**src/rtl/rad2_div_pkg.sv**
```systemverilog
// rtl/rad2_div_pkg.sv - shared widths and state encoding for the radix-2 divider
package rad2_div_pkg;

    localparam int X_W     = 32;
    localparam int Y_W     = 11;
    localparam int FRAC    = 10;
    localparam int DVD_W   = X_W + FRAC;
    localparam int REM_W   = Y_W + 1;
    localparam int CNT_W   = 6;
    localparam int N_STEPS = DVD_W;

    typedef enum logic [1:0] {
        ST_IDLE,
        ST_CALC,
        ST_FIX,
        ST_DONE
    } state_t;

endpackage

```
**src/rtl/rad2_div_step.sv**
```systemverilog
// rtl/rad2_div_step.sv - one restoring trial-subtract step of the radix-2 divider
module rad2_div_step
    import rad2_div_pkg::*;
(
    input  logic [REM_W-1:0] rem_in,
    input  logic             dvd_bit,
    input  logic [Y_W-1:0]   dvs,
    output logic [REM_W-1:0] rem_out,
    output logic             q_bit
);

    logic [REM_W:0] shifted;

    always_comb begin
        shifted = {rem_in, dvd_bit};
        q_bit   = (shifted >= {2'b00, dvs});
        rem_out = q_bit ? REM_W'(shifted - {2'b00, dvs}) : shifted[REM_W-1:0];
    end

endmodule

```
**src/rtl/rad2_divider_seq.sv**
```systemverilog
// rtl/rad2_divider_seq.sv - sequential signed divider, q = trunc((x << FRAC) / y), saturated
module rad2_divider_seq #(
    parameter int X_W  = rad2_div_pkg::X_W,
    parameter int Y_W  = rad2_div_pkg::Y_W,
    parameter int FRAC = rad2_div_pkg::FRAC
) (
    input  logic           clk,
    input  logic           rst,
    input  logic           in_valid,
    output logic           in_ready,
    input  logic [X_W-1:0] x,
    input  logic [Y_W-1:0] y,
    output logic           out_valid,
    input  logic           out_ready,
    output logic [X_W-1:0] q,
    output logic           sat,
    output logic           dbz
);

    localparam int DVD_W = X_W + FRAC;
    localparam int REM_W = Y_W + 1;
    localparam int CNT_W = rad2_div_pkg::CNT_W;
    localparam logic [CNT_W-1:0] LAST_CNT = CNT_W'(DVD_W);
    localparam logic [X_W-1:0]   X_ONE    = X_W'(1);
    localparam logic [Y_W-1:0]   Y_ONE    = Y_W'(1);
    localparam logic [X_W-1:0]   Q_MAX    = {1'b0, {(X_W-1){1'b1}}};
    localparam logic [X_W-1:0]   Q_MIN    = {1'b1, {(X_W-1){1'b0}}};

    rad2_div_pkg::state_t state, state_nxt;

    logic [DVD_W-1:0] dvd;
    logic [Y_W-1:0]   dvs;
    logic [REM_W-1:0] rem;
    logic [REM_W-1:0] rem_nxt;
    logic [CNT_W-1:0] cnt;
    logic             q_bit;
    logic             neg;
    logic             x_neg;
    logic             dvs_zero;
    logic [X_W-1:0]   q_r;
    logic             sat_r;
    logic             dbz_r;
    logic [X_W-1:0]   q_fix;
    logic             sat_fix;
    logic [X_W-1:0]   x_abs;
    logic [Y_W-1:0]   y_abs;

    assign x_abs = x[X_W-1] ? (~x + X_ONE) : x;
    assign y_abs = y[Y_W-1] ? (~y + Y_ONE) : y;

    rad2_div_step u_step (
        .rem_in  (rem),
        .dvd_bit (dvd[DVD_W-1]),
        .dvs     (dvs),
        .rem_out (rem_nxt),
        .q_bit   (q_bit)
    );

    always_ff @(posedge clk) begin
        if (rst) begin
            state <= rad2_div_pkg::ST_IDLE;
        end else begin
            state <= state_nxt;
        end
    end

    always_comb begin
        state_nxt = state;
        case (state)
            rad2_div_pkg::ST_IDLE: if (in_valid)        state_nxt = rad2_div_pkg::ST_CALC;
            rad2_div_pkg::ST_CALC: if (cnt == LAST_CNT) state_nxt = rad2_div_pkg::ST_FIX;
            rad2_div_pkg::ST_FIX:                       state_nxt = rad2_div_pkg::ST_DONE;
            rad2_div_pkg::ST_DONE: if (out_ready)       state_nxt = rad2_div_pkg::ST_IDLE;
            default:                                    state_nxt = rad2_div_pkg::ST_IDLE;
        endcase
    end

    always_comb begin
        in_ready  = (state == rad2_div_pkg::ST_IDLE);
        out_valid = (state == rad2_div_pkg::ST_DONE);
    end

    // Sign, truncation and saturation of the unsigned quotient magnitude held in dvd
    always_comb begin
        q_fix   = '0;
        sat_fix = 1'b0;
        if (dvs_zero) begin
            q_fix   = x_neg ? Q_MIN : Q_MAX;
            sat_fix = 1'b1;
        end else if (neg) begin
            if ((|dvd[DVD_W-1:X_W]) || (dvd[X_W-1] && (|dvd[X_W-2:0]))) begin
                q_fix   = Q_MIN;
                sat_fix = 1'b1;
            end else begin
                q_fix = ~dvd[X_W-1:0] + X_ONE;
            end
        end else begin
            if (|dvd[DVD_W-1:X_W-1]) begin
                q_fix   = Q_MAX;
                sat_fix = 1'b1;
            end else begin
                q_fix = dvd[X_W-1:0];
            end
        end
    end

    always_ff @(posedge clk) begin
        if (rst) begin
            dvd      <= '0;
            dvs      <= '0;
            rem      <= '0;
            cnt      <= '0;
            neg      <= 1'b0;
            x_neg    <= 1'b0;
            dvs_zero <= 1'b0;
            q_r      <= '0;
            sat_r    <= 1'b0;
            dbz_r    <= 1'b0;
        end else begin
            case (state)
                rad2_div_pkg::ST_IDLE: begin
                    if (in_valid) begin
                        dvd      <= {x_abs, {FRAC{1'b0}}};
                        dvs      <= y_abs;
                        rem      <= '0;
                        cnt      <= '0;
                        neg      <= x[X_W-1] ^ y[Y_W-1];
                        x_neg    <= x[X_W-1];
                        dvs_zero <= (y == '0);
                    end
                end
                rad2_div_pkg::ST_CALC: begin
                    cnt <= cnt + CNT_W'(1);
                    // cnt==0 is the load slot, so the 42 steps run on cnt 1..42
                    if (cnt != '0) begin
                        rem <= rem_nxt;
                        dvd <= {dvd[DVD_W-2:0], q_bit};
                    end
                end
                rad2_div_pkg::ST_FIX: begin
                    q_r   <= q_fix;
                    sat_r <= sat_fix;
                    dbz_r <= dvs_zero;
                end
                rad2_div_pkg::ST_DONE: begin
                    if (out_ready) begin
                        q_r   <= '0;
                        sat_r <= 1'b0;
                        dbz_r <= 1'b0;
                    end
                end
                default: ;
            endcase
        end
    end

    assign q   = q_r;
    assign sat = sat_r;
    assign dbz = dbz_r;

endmodule

```
**config.mk**
```make
export PLATFORM = sky130hd
export DESIGN_NAME = rad2_divider_seq
export DESIGN_NICKNAME = d
export VERILOG_FILES = /design/src/rtl/rad2_div_pkg.sv /design/src/rtl/rad2_div_step.sv /design/src/rtl/rad2_divider_seq.sv
export SDC_FILE = /design/constraint.sdc
export NUM_CORES = 1
export LEC_CHECK = 0
export ABC_AREA = 1
export CAP_MARGIN = 20
export CORE_AREA = 2 2 103 129
export DETAILED_ROUTE_END_ITERATION = 8
export DIE_AREA = 0 0 105 131
export PLACE_DENSITY_LB_ADDON = 0.05
export SLEW_MARGIN = 40
export SYNTH_ARGS = -nofsm -noshare
export SYNTH_HDL_FRONTEND = slang
export SYNTH_SLANG_ARGS = --single-unit
```
**constraint.sdc**
```tcl
create_clock -name clk -period 6.25 [get_ports clk]
set_clock_uncertainty 0.1 [all_clocks]
set_input_delay 0.625 -clock clk [delete_from_list [all_inputs] [get_ports clk]]
set_output_delay 0.625 -clock clk [all_outputs]
set_load 0.01 [all_outputs]
```
# Yosys cells after proc, flatten, opt, wreduce, memory -nomap -nowiden
# Index checks and enable logic that the tools add are counted.
dict set report word_totals {
  register_bits 110
  inputBits 47
  output_inout_bits 36
  wordCells 73
}
dict set report op_classes {
  addsub 5
  n_lt_le_gt_ge 1
  n_eq_ne 8
  mux 29
  n_bitwise 4
  reduce_logical 15
}
# operator count
set op_table {}
lappend op_table {{$mux 32} 7}
lappend op_table {{$mux 42} 2}
lappend op_table {{$pmux 42 s2} 1}
lappend op_table {{$add 32x1->32 const B} 2}
lappend op_table {{$not 32->32} 2}
lappend op_table {{$pmux 32 s2} 1}
lappend op_table {{$mux 12} 3}
lappend op_table {{$reduce_or 31->1} 1}
lappend op_table {{$pmux 12 s2} 1}
lappend op_table {{$ge 13x11->1} 1}
lappend op_table {{$pmux 6 s2} 1}
lappend op_table {{$sub 12x11->12} 1}
lappend op_table {{$add 11x1->11 const B} 1}
lappend op_table {{$logic_not 11->1} 1}
lappend op_table {{$mux 11} 1}
lappend op_table {{$not 11->11} 1}
lappend op_table {{$reduce_or 11->1} 1}
lappend op_table {{$reduce_or 10->1} 1}
lappend op_table {{$pmux 2 s4} 1}
lappend op_table {{$add 6x1->6 const B} 1}
lappend op_table {{$eq 6x6->1 const B} 1}
lappend op_table {{$mux 2} 3}
lappend op_table {{$mux 6} 1}
lappend op_table {{$ne 2x2->1 const B} 3}
lappend op_table {{other kinds (13)} 23}

# Longest topological paths before layout
dict set report depth {
  ltp_word 7
  depth_mapped 13
  mapped_depth_nobuf 13
}

# By module
# A second synthesis with hierarchy kept.
dict set report hier_totals {
  cells_unflattened 1259
  area_unflattened_um2 7748.7
}
# mod n_inst cells_per_inst area_per_inst_um2 seq_area_each_um2
set by_module_without_submodules {}
lappend by_module_without_submodules {rad2_divider_seq 1 1066 6755.2 2202.1}
lappend by_module_without_submodules {rad2_div_step 1 193 993.5 0.0}

# Worst setup path before layout
# No wires, ideal clock.
dict set report synth_timing {
  path_kind {register -> register}
  from {reg dvd[41]}
  to {reg rem[8]}
  setup_time_ns 0.070
  t_arrival_ns 1.872
  required_time_ns 6.080
  setup_slack_ns 4.208
  stages_incl_launch_ff 13
  n_path_buf 0
  synth_period_minus_slack_ns 2.042
  path_cell_list {dfxtp_1 inv_1 ha_1 fa_1 inv_1 nand3_1 and2_1 or2_2 nand2_1 nand2_1 nand3_1 nand3_1 a21oi_1}
}
dict set report synth_between {
  elab_chain_len 4
  elab_cells_between_ends 5
  cone_classes {add/sub: 1; order compare: 1; mux: 3}
}
# element line
set synth_rtl {}
lappend synth_rtl {{start: declaration} rad2_divider_seq.sv:31} ;# logic [DVD_W-1:0] dvd;
lappend synth_rtl {{start signal: assignment} rad2_divider_seq.sv:123} ;# dvd <= {x_abs, {FRAC{1'b0}}};
lappend synth_rtl {{start signal: assignment} rad2_divider_seq.sv:137} ;# dvd <= {dvd[DVD_W-2:0], q_bit};
lappend synth_rtl {{$sub 12x11->12 or $ge 13x11->1 (tied branches)} {rad2_div_step.sv:17, rad2_div_step.sv:16}}
lappend synth_rtl {{$mux 12 *} rad2_div_step.sv:17} ;# rem_out = q_bit ? REM_W'(shifted - {2'b00, dvs}) : shifted[REM_W-1:0];
lappend synth_rtl {{$mux 12 *} rad2_divider_seq.sv:135} ;# if (cnt != '0) begin
lappend synth_rtl {{$pmux 12 s2 *} rad2_divider_seq.sv:120} ;# case (state)
lappend synth_rtl {{end signal: assignment} rad2_divider_seq.sv:136} ;# rem <= rem_nxt;
lappend synth_rtl {{end: declaration} rad2_divider_seq.sv:33} ;# logic [REM_W-1:0] rem;
# Mark *: on every way between the ends. The rest lies on a longest branch, timed or not. The select of a mux whose other input is x is not followed.
# A chain may end at the register's enable or synchronous reset.

# Worst setup path after layout
dict set report layout_timing {
  from {reg state[1]}
  to {reg dvd[9]}
}
dict set report layout_between {
  elab_chain_len 3
  elab_cells_between_ends 7
  cone_classes {eq/ne: 3; mux: 1; reduce/logical: 3}
}
# element line
set layout_rtl {}
lappend layout_rtl {{start: declaration} rad2_divider_seq.sv:29} ;# rad2_div_pkg::state_t state, state_nxt;
lappend layout_rtl {{start signal: assignment} rad2_divider_seq.sv:61} ;# state <= rad2_div_pkg::ST_IDLE;
lappend layout_rtl {{start signal: assignment} rad2_divider_seq.sv:63} ;# state <= state_nxt;
lappend layout_rtl {{$eq 2x1->1 or $logic_not 2->1 (tied branches)} rad2_divider_seq.sv:120}
lappend layout_rtl {{$ne 2x2->1 (no line) or $reduce_bool 2->1 (tied branches)} n/a}
lappend layout_rtl {{$reduce_and 3->1 (no line)} n/a}
# Several ways; a longest one is shown, not always the timed one.

==> impl_metrics.env <==
export IMPL_portBuffers=82
export IMPL_grt_use_total_pct=28.93
export IMPL_core_area_um2=12550
export IMPL_cts_sinks=110
export IMPL_pre_cts_slack_ps=3312
export IMPL_cts_tree="built"
export IMPL_io_pins=83
export IMPL_drive_above_1_share_pct=5.538
export IMPL_intPower_mw=2.475
export IMPL_syn_inst=1216
export IMPL_ys_seq_elements=110
export IMPL_fin_nets=1329
export IMPL_ys_seq_area_share_pct=28.91
export IMPL_htree_levels=3
export IMPL_p_clk_share_pct=11.1
export IMPL_crit_required_ps=6420
export IMPL_post_route_min_period_ps=2923
export IMPL_drtIter0Drc=425
export IMPL_antenna_found_initial=0
export IMPL_power_switching_mw=2.590
export IMPL_hold_violations=0
export IMPL_pwr_share_seq_pct=23.1
export IMPL_antenna_left=0
export IMPL_path_clk_slew_ps=60
export IMPL_grt_pass1_vias=7113
export IMPL_worst_skew_pair_late_latency_ps=350
export IMPL_avgSynthCellArea_um2=6.264
export IMPL_grt_start_max_net_pins=82
export IMPL_powerDensity_nw_per_um2=580.0
export IMPL_hpwl_um=14600
export IMPL_synth_area_um2=7617
export IMPL_critical_path_startpoint_type="flip-flop"
export IMPL_slew_violations=0
export IMPL_cp_arrival_ps=3100
export IMPL_place_congestion=0.9360
export IMPL_yosysWarnings=0
export IMPL_grt_pass1_wl_um=32790
export IMPL_syn_to_final_growth_pct=14.64
export IMPL_maxSlewHeadroom_pct=43.60
export IMPL_power_frac_comb_pct=65.8
export IMPL_syn_nets=1285
export IMPL_crit_path_end_kind="flip-flop"
export IMPL_cts_hold_buffers=0
export IMPL_cts_resized_gates=0
export IMPL_worstSetupPathType="reg2reg"
export IMPL_fp_dieArea_um2=13760
export IMPL_dr_pass1_iters=6
export IMPL_clock_fmax_mhz=342.1
export IMPL_yosysUniqueCellTypes=47
export IMPL_vias=7811
export IMPL_yosysTopAreaCell="dfxtp_1"
export IMPL_cp_max_fo=40
export IMPL_drc_errors=0
export IMPL_viasPerCell=5.455
export IMPL_synth_area_leaders="dfxtp_1 29%, nand2_1 16%, a21oi_1 7.8%, nor2_1 6.0%, o21ai_0 5.5%"
export IMPL_die_y_um=131
export IMPL_fin_tns_setup_ps=0
export IMPL_cts_setup_buffers=0
export IMPL_cts_buffers=9
export IMPL_status="finished, final reports clean"
export IMPL_overflow=0
export IMPL_start_util_pct=60.71
export IMPL_finalSetupViolations=0
export IMPL_hold_path_class="reg2reg"
export IMPL_ir_drop_uv=441.5
export IMPL_p_leak_nw=3.644
export IMPL_finalCritPeriodShare_pct=46.78
export IMPL_fin_ws_ps=3327
export IMPL_rows=46
export IMPL_final_common_cell="nand2_1"
export IMPL_wl_um=19660
export IMPL_die_w_um=105
export IMPL_rsz0062_at_grt="no"
export IMPL_antenna_cells=0
export IMPL_root_buffer="clkbuf_16"
export IMPL_wl_per_cell_um=13.73
export IMPL_final_cell_mix="330 x nand2_1, 121 x nor2_1, 118 x a21oi_1"
export IMPL_worst_pin_slew_ps=844.9
export IMPL_maxCapViolations=0
export IMPL_reg2reg_slack_ps=3330
export IMPL_synth_top_area_share_pct=28.91
export IMPL_switching_share_pct=51.14
export IMPL_clk_path_buf_depth=2
-- state kept, by name, summed over array words and instances (netlist names), 2 cells and up --
name and cells:
cnt 6, dvs 11, dvd 42, rem 12, state 2, q 32
-- critical path, cell delays in order (launching register included) --
cell	delay [ps]
dfxtp_1	380
inv_1	80
ha_1	180
buf_4	240
inv_2	470
o21ai_2	200
nand2_2	420
buf_4	470
nand2_1	120
a21oi_1	170
-- through the flow --
stage | power [mW] | instances | cell area, um^2 | util [%] | hold WS (ps)
after floorplan | 3.724 | 1216 | 7617 | - | 344.5
after global routing | 5.596 | 1432 | 8732 | 69.60 | 388.6
final | 5.065 | 1432 | 8732 | 69.60 | 362.8
after detailed placement | 4.474 | 1417 | 8446 | 67.31 | 356.2
after global placement | 4.426 | 1416 | 8434 | 67.22 | 354.4
after CTS | 5.048 | 1432 | 8728 | 69.57 | 366.7
-- cell type report --
cell class / instances / area, um^2
tap: 168 / 210.2
fill: 1181 / 3815
timing repair buffer: 87 / 855.8
clock buffer: 12 / 236.5
clock inverter: 3 / 46.29
inverter: 110 / 412.9
multi-input combinational: 942 / 4768
sequential: 110 / 2202
-- synth_stat cells (all sizes together) --
master and instances:
a21boi 1, xnor2 19, inv 109, nand2 336
o21ai 106, o211ai 7, nor2 133, nor3b 3
fa 1, a211oi 2, o31ai 1, nor4 3
a221oi 1, clkinv 1, nand3b 5, clkbuf 35
nor3 15, xor2 24, nand3 85, a31oi 4
a21oi 137, a41oi 1, nand4 22, buf 19
o22ai 1, o21bai 3, or2 6, dfxtp 110
a22oi 1, o21a 2, ha 21, and2 2
-- power by group through the flow --
stage | Combinational (mW) | Clock [mW] | Sequential (mW)
6_report | 3.33 | 0.561 | 1.17
5_1_grt | 3.80 | 0.594 | 1.20
4_1_cts | 3.32 | 0.567 | 1.16
3_5_place_dp | 3.30 | 0 | 1.18
3_3_place_gp | 3.25 | 0 | 1.17
2_1_floorplan | 2.59 | 0 | 1.14
-- metal layers --
layer	vias up	track usage, %	wire, um
met3	50	4.167	890
met4	0	12.63	751
met1	3485	34.70	8257
met5	-	0	0
met2	209	51.83	9761
li1	4067	-	-
-- path summary, 6_finish.rpt --
| path | to | start | cells after the start |
|---|---|---|---|
| setup reg to reg | dvd[9] | state[1] | 9 |
| hold / removal | q[6] | q[6] | 2 |
| setup / recovery | dvd[9] | state[1] | 9 |
| hold reg to reg | q[6] | q[6] | 2 |
-- cell families after synthesis --
logic type	Yosys count	share of synthesized area, %
xor+xnor	43	4.944
buf+inv	164	8.640
compound gates	267	19.37
flops	110	28.91
fa+ha+maj	22	3.712
simple gates	610	34.43
No activity file was read; power rests on OpenSTA's default activity.
